$ cat src/rtl/ct_decrypt_pkg.sv
// Shared types and constants for the ct_decrypt block.
// Holds slot/word sizing, the ciphertext/plaintext/key vector types, the FSM
// state type and the per-slot rounding helpers used by the decoder.
package ct_decrypt_pkg;

  localparam int unsigned N_SLOTS_L = 8;
  localparam int unsigned W_BITS    = 16;
  localparam int unsigned Q_MOD     = 7710;
  localparam int unsigned T_MOD     = 257;
  localparam int unsigned DELTA     = 30;
  localparam int unsigned PT_BITS   = 9;
  localparam int unsigned SLOT_BITS = $clog2(N_SLOTS_L);
  // One extra count so the counter can mark the pipeline drain cycle.
  localparam int unsigned IDX_BITS  = $clog2(N_SLOTS_L + 1);

  typedef logic [W_BITS-1:0]  word_t;
  typedef logic [PT_BITS-1:0] pt_word_t;
  typedef word_t    [N_SLOTS_L-1:0] vec_t;
  typedef pt_word_t [N_SLOTS_L-1:0] PT_t;

  typedef struct packed {
    vec_t a;
    vec_t b;
  } CT_t;

  typedef enum logic [1:0] {StIdle, StCalc, StDone} state_e;

  // Rounded quotient floor((phase + DELTA/2) / DELTA) before reduction mod T_MOD.
  function automatic pt_word_t round_quot(word_t phase);
    word_t sum;
    sum = phase + W_BITS'(DELTA / 2);
    return PT_BITS'(sum / W_BITS'(DELTA));
  endfunction

  // phase < Q_MOD = DELTA*T_MOD, so the quotient tops out at T_MOD: that one wraps to 0.
  function automatic pt_word_t decode_slot(pt_word_t rq);
    return (rq == PT_BITS'(T_MOD)) ? '0 : rq;
  endfunction

  function automatic logic noise_flag(word_t phase, pt_word_t rq);
    word_t centre;
    word_t diff;
    centre = W_BITS'(rq) * W_BITS'(DELTA);
    diff   = (phase >= centre) ? phase - centre : centre - phase;
    return diff > W_BITS'(DELTA / 4);
  endfunction

endpackage

$ cat src/rtl/ct_decrypt_if.sv
// Handshake/data bundle for ct_decrypt.
// slave  : the decryptor (accepts jobs, produces plaintext).
// master : the requester (drives ct/sk, consumes plaintext).
// in_valid/in_ready/in_ct/in_sk : job input handshake.
// out_valid/out_ready/out_pt    : result handshake.
// busy                          : high while a job is held.
// out_noise_warn exists only when CT_DECRYPT_NOISE_EN is defined.
interface ct_decrypt_if;
  import ct_decrypt_pkg::*;

  logic in_valid;
  logic in_ready;
  CT_t  in_ct;
  vec_t in_sk;
  logic out_valid;
  logic out_ready;
  PT_t  out_pt;
  logic busy;
`ifdef CT_DECRYPT_NOISE_EN
  logic out_noise_warn;
`endif

  modport slave (
    input  in_valid, in_ct, in_sk, out_ready,
`ifdef CT_DECRYPT_NOISE_EN
    output out_noise_warn,
`endif
    output in_ready, out_valid, out_pt, busy
  );

  modport master (
    output in_valid, in_ct, in_sk, out_ready,
`ifdef CT_DECRYPT_NOISE_EN
    input  out_noise_warn,
`endif
    input  in_ready, out_valid, out_pt, busy
  );

endinterface

$ cat src/rtl/ct_decrypt_mod_q_mulsub.sv
// mod_q_mulsub: combinational per-slot phase (b - a*s) mod Q_MOD, non-negative.
// a_i, b_i, s_i : slot operands (W_BITS each).
// phase_o       : reduced phase, always < Q_MOD.
module mod_q_mulsub
  import ct_decrypt_pkg::*;
(
  input  word_t a_i,
  input  word_t b_i,
  input  word_t s_i,
  output word_t phase_o
);

  logic [2*W_BITS-1:0] prod;
  word_t               prod_mod;
  word_t               b_mod;

  always_comb begin
    prod     = (2*W_BITS)'(a_i) * (2*W_BITS)'(s_i);
    prod_mod = W_BITS'(prod % (2*W_BITS)'(Q_MOD));
    b_mod    = b_i % W_BITS'(Q_MOD);
    // Both terms are reduced, so one conditional add of Q_MOD keeps the result in range.
    phase_o  = (b_mod >= prod_mod) ? b_mod - prod_mod
                                   : b_mod + (W_BITS'(Q_MOD) - prod_mod);
  end

endmodule

$ cat src/rtl/ct_decrypt.sv
// ct_decrypt: slot-serial decryptor, one slot per cycle through a shared mod_q_mulsub.
// clk, rst_n : clock and asynchronous active-low reset.
// bus        : ct_decrypt_if.slave (job input, plaintext output, busy).
// Optional macro CT_DECRYPT_NOISE_EN adds bus.out_noise_warn.
// Two-stage slot pipeline (phase register, then decode), so the result
// appears N_SLOTS_L+1 cycles after the accepting edge.
module ct_decrypt
  import ct_decrypt_pkg::*;
(
  input logic         clk,
  input logic         rst_n,
  ct_decrypt_if.slave bus
);

  state_e                state_q;
  logic [IDX_BITS-1:0]   cnt_q;
  CT_t                   ct_q;
  vec_t                  sk_q;
  word_t                 phase_q;
  logic                  in_ready_q;
  logic                  out_valid_q;
  logic                  busy_q;
  PT_t                   out_pt_q;

  word_t                 phase_c;
  pt_word_t              round_c;
  logic [SLOT_BITS-1:0]  rd_idx;
  logic [SLOT_BITS-1:0]  wr_idx;

  assign rd_idx  = cnt_q[SLOT_BITS-1:0];
  assign wr_idx  = SLOT_BITS'(cnt_q - 1'b1);
  assign round_c = round_quot(phase_q);

  mod_q_mulsub u_mulsub (
    .a_i     (ct_q.a[rd_idx]),
    .b_i     (ct_q.b[rd_idx]),
    .s_i     (sk_q[rd_idx]),
    .phase_o (phase_c)
  );

`ifdef CT_DECRYPT_NOISE_EN
  logic noise_q;
  assign bus.out_noise_warn = noise_q;
`endif

  always_ff @(posedge clk or negedge rst_n) begin
    if (!rst_n) begin
      state_q     <= StIdle;
      cnt_q       <= '0;
      ct_q        <= '0;
      sk_q        <= '0;
      phase_q     <= '0;
      in_ready_q  <= 1'b0;
      out_valid_q <= 1'b0;
      busy_q      <= 1'b0;
      out_pt_q    <= '0;
`ifdef CT_DECRYPT_NOISE_EN
      noise_q     <= 1'b0;
`endif
    end else begin
      case (state_q)
        StIdle: begin
          in_ready_q <= 1'b1;
          if (bus.in_valid && in_ready_q) begin
            ct_q       <= bus.in_ct;
            sk_q       <= bus.in_sk;
            cnt_q      <= '0;
            in_ready_q <= 1'b0;
            busy_q     <= 1'b1;
            state_q    <= StCalc;
`ifdef CT_DECRYPT_NOISE_EN
            noise_q    <= 1'b0;
`endif
          end
        end
        StCalc: begin
          cnt_q <= cnt_q + 1'b1;
          if (cnt_q != IDX_BITS'(N_SLOTS_L)) begin
            phase_q <= phase_c;
          end
          // Slot cnt_q-1 leaves the phase register this cycle.
          if (cnt_q != '0) begin
            out_pt_q[wr_idx] <= decode_slot(round_c);
`ifdef CT_DECRYPT_NOISE_EN
            noise_q <= noise_q | noise_flag(phase_q, round_c);
`endif
          end
          if (cnt_q == IDX_BITS'(N_SLOTS_L)) begin
            cnt_q       <= '0;
            out_valid_q <= 1'b1;
            state_q     <= StDone;
          end
        end
        StDone: begin
          if (bus.out_ready) begin
            out_valid_q <= 1'b0;
            busy_q      <= 1'b0;
            in_ready_q  <= 1'b1;
            state_q     <= StIdle;
          end
        end
        default: state_q <= StIdle;
      endcase
    end
  end

  assign bus.in_ready  = in_ready_q;
  assign bus.out_valid = out_valid_q;
  assign bus.out_pt    = out_pt_q;
  assign bus.busy      = busy_q;

endmodule

$ cat src/flat_wrapper.sv
// flat-port wrapper written by rule: the top's interface ports become plain ports
module ct_decrypt_flat import ct_decrypt_pkg::*;
  (clk, rst_n, bus_in_valid, bus_in_ct, bus_in_sk, bus_out_ready, bus_in_ready, bus_out_valid, bus_out_pt, bus_busy);
  ct_decrypt_if bus_i ();
  input logic clk;
  input logic rst_n;
  input wire logic [$bits(bus_i.in_valid)-1:0] bus_in_valid;
  input wire logic [$bits(bus_i.in_ct)-1:0] bus_in_ct;
  input wire logic [$bits(bus_i.in_sk)-1:0] bus_in_sk;
  input wire logic [$bits(bus_i.out_ready)-1:0] bus_out_ready;
  output wire logic [$bits(bus_i.in_ready)-1:0] bus_in_ready;
  output wire logic [$bits(bus_i.out_valid)-1:0] bus_out_valid;
  output wire logic [$bits(bus_i.out_pt)-1:0] bus_out_pt;
  output wire logic [$bits(bus_i.busy)-1:0] bus_busy;
  assign bus_i.in_valid = bus_in_valid;
  assign bus_i.in_ct = bus_in_ct;
  assign bus_i.in_sk = bus_in_sk;
  assign bus_i.out_ready = bus_out_ready;
  assign bus_in_ready = bus_i.in_ready;
  assign bus_out_valid = bus_i.out_valid;
  assign bus_out_pt = bus_i.out_pt;
  assign bus_busy = bus_i.busy;
  ct_decrypt u_core (.clk(clk), .rst_n(rst_n), .bus(bus_i));
endmodule
$ cat config.mk
export PLATFORM = sky130hd
export DESIGN_NAME = ct_decrypt_flat
export DESIGN_NICKNAME = d
export VERILOG_FILES = /design/src/rtl/ct_decrypt_pkg.sv /design/src/rtl/ct_decrypt_if.sv /design/src/rtl/ct_decrypt_mod_q_mulsub.sv /design/src/rtl/ct_decrypt.sv /design/src/flat_wrapper.sv
export SDC_FILE = /design/constraint.sdc
export NUM_CORES = 2
export LEC_CHECK = 0
export ABC_AREA = 0
export CORE_ASPECT_RATIO = 1.75
export CORE_MARGIN = 8
export CORE_UTILIZATION = 48
export DETAILED_ROUTE_END_ITERATION = 7
export PLACE_DENSITY_LB_ADDON = 0.25
export SLEW_MARGIN = 10
export SYNTH_ARGS = -nofsm -noshare
export SYNTH_HDL_FRONTEND = slang
export SYNTH_SLANG_ARGS = --single-unit
$ cat constraint.sdc
create_clock -name clk -period 34.8 [get_ports clk]
set_input_delay 6.96 -clock clk [delete_from_list [all_inputs] [get_ports clk]]
set_output_delay 6.96 -clock clk [all_outputs]
set_load 0.02 [all_outputs]
==> qor.yml <==
status:
  outcome: "finished, final reports clean"
synth:
  yosysTopAreaCell: "dfrtp_1"
  syn_avg_cell_area_um2: 8.20
  synthArstFlopShare: 1.00
  yosysWarnings: 0
  ys_ff_latch: 481
  synth_edf_count: 0
  synthesis.instances: 5120
  ys_types: 149
  synth_top_area_frac: 0.287
  ys_seq_area_frac: 0.287
  synthTopCellsByArea: "dfrtp_1 29%, nand2_1 15%, fa_1 9.5%"
  netlist_area_um2: 42000
  synth_flop_cell: "dfrtp_1"
floorplan:
  die_y_um: 407
  io_pins: 463
  die_w_um: 240
  die_area_um2: 97500
  start_util: 0.484
  rows: 143
  core_area_um2: 86800
setup_path:
  worst-path-buf-inv: 7
  critical-path-top-delay-family: "compound AO/OA/AOI/OAI gates"
  cp.arrival_ns: 33.27
  slowest_delay_ns: 0.89
  cp.required_ns: 35.26
  cp-start-kind: "flip-flop"
  slowest_stage: "dfrtp_4"
  r2r_start: "u_core.cnt_q[1]"
  critPathLaunch: "u_core.cnt_q[1]"
  critical_path.max_fanout: 44
  worstSetupPathType: "reg2reg"
  setup.worst_path.end_class: "flip-flop"
route:
  first_pass_iters: 7
  wl_per_cell_um: 21.6
  vias_per_cell: 5.78
  drtIter0Drc: 2867
  antenna_left: 0
  vias: 38500
  routed_wl_um: 144000
  drc: 0
sta:
  skew_ns: 0.0439
  fin_tns_setup_ns: 0
  min_period_over_period: 0.943
  period_needed_ns: 32.82
  worst_slew_pin_slew_ns: 1.17
  setup_viol: 0
  fin_hold_ws_ns: 0.468
  slew_violations: 0
  max_freq_ghz: 0.0305
  rsz0062_at_grt: "no"
  final-hold-violation-count: 0
  relSlewSlack: 0.223
finish:
  fill_cells: 8016
  drive_gt1_frac: 0.0712
  layout_commonest_cell: "nand2_1"
  mostFrequentLayoutCells: "1,634 x nand2_1, 479 x dfrtp_1, 461 x clkdlybuf4s50_1, 327 x nor2_1, 325 x inv_1"
  nets: 6172
  synthToLayoutAreaGrowth_pct: 16.9
clock_network:
  cts_max_level: 2
  cts_hold_buf: 0
  cts_buffers: 44
  cts_tree: "built"
  clkTransAtPathRegs_ns: 0.06
  cts_sinks: 481
  clockBufferDepth: 3
  clkLatencyLatePin_ns: 0.62
  root_buffer: "clkbuf_16"
grt:
  globalRouteOverflowTotal: 0
  grt_max_degree: 226
  grtUsageTotal: 0.288
  grt_pass1_wl_um: 222000
  antenna_found_initial: 37
  first_global_vias: 39600
min_path:
  hold_start: "u_core.ct_q[115]"
  hold_class: "reg2reg"
job:
  drv_cap: 0
placed_design:
  portBuffers: 462
  hpwl_um: 114000
  place_congestion: 0.974
routing by layer:
metal,vias to the layer above,wire (um),GRT usage
met3,463,9780,0.0610
li1,17900,-,-
met4,22,9760,0.177
met5,-,150,0
met2,1503,72200,0.506
met1,18600,51900,0.313
path summary, 6_finish.rpt:
path	slack, ns	endpoint	cells past startpoint
max in group asynchronous	25.50	u_core.phase_q[9]	4
min reg2reg	0.47	u_core.ct_q[115]	2
min in group asynchronous	6.33	u_core.sk_q[36]	1
max reg2reg	1.98	u_core.phase_q[13]	105
min	0.47	u_core.ct_q[115]	2
max	1.98	u_core.phase_q[13]	105
cells by family (layout without fill, tap and decap cells):
| group | after synthesis | count (layout) | share of synthesized area |
|---|---|---|---|
| simple gates | 2449 | 2449 | 0.250 |
| compound gates | 881 | 881 | 0.150 |
| buf+inv | 560 | 912 | 0.0538 |
| flops | 481 | 481 | 0.287 |
| fa+ha+maj | 359 | 359 | 0.142 |
| xor+xnor | 214 | 214 | 0.0463 |
| mux | 174 | 174 | 0.0709 |
| other cells | 2 | 27 | 0.000179 |
layout make-up:
type | instances | area, um2 | share of cell area
multi-input combinational | 4081 | 27800 | 0.567
inverter | 329 | 1240 | 0.0252
antenna | 23 | 57.6 | 0.00117
tap | 1160 | 1450 | 0.0296
clock inverter | 13 | 215 | 0.00439
sequential | 481 | 12000 | 0.245
timing repair buffer | 505 | 5000 | 0.102
clock buffer | 65 | 1260 | 0.0257
through the flow:
stage / worst slack, ns / cells / util / cell area [um2]
floorplan: 3.64 / 5122 / - / 42000
global route: 0.0359 / 6649 / 0.565 / 49000
finish: 1.98 / 6657 / 0.565 / 49100
detailed placement: 1.32 / 6554 / 0.546 / 47400
CTS: 1.22 / 6632 / 0.563 / 48900
global placement: 1.49 / 6554 / 0.546 / 47400
state kept, by name, indices dropped and copies added (netlist names):
name / count
u_core.bus.busy: 1
u_core.sk_q: 128
u_core.ct_q: 256
u_core.bus.out_pt: 72
u_core.bus.out_valid: 1
u_core.phase_q: 16
u_core.cnt_q: 4
u_core.bus.in_ready: 1
u_core.state_q: 2
timing repair:
action | 4_1_cts | 5_1_grt
setup endpoints to repair | 0 | 15
setup buffers | 0 | 2
gates resized for setup | 0 | 14
Yosys cell counts, drive strengths merged, types with 54 or more instances:
library cell / number
a21oi: 192
and2: 54
buf: 67
clkbuf: 164
dfrtp: 481
fa: 199
ha: 143
inv: 328
mux2i: 61
mux4: 96
nand2: 1635
nand3: 70
nor2: 329
nor3: 65
o21ai: 238
xnor2: 131
xor2: 83
worst reg2reg max path: cells and delay by family, from the launching register on:
family	cells	cell delay, ns
fa+ha+maj	9	4.15
simple gates	36	11.11
xor+xnor	5	1.12
mux	2	0.81
flops	1	0.89
buf+inv	7	0.95
compound gates	46	13.63
Power is left out: the tool's default activity adds up to more than one toggle a clock period on the data nets, which glitch-free logic cannot reach.
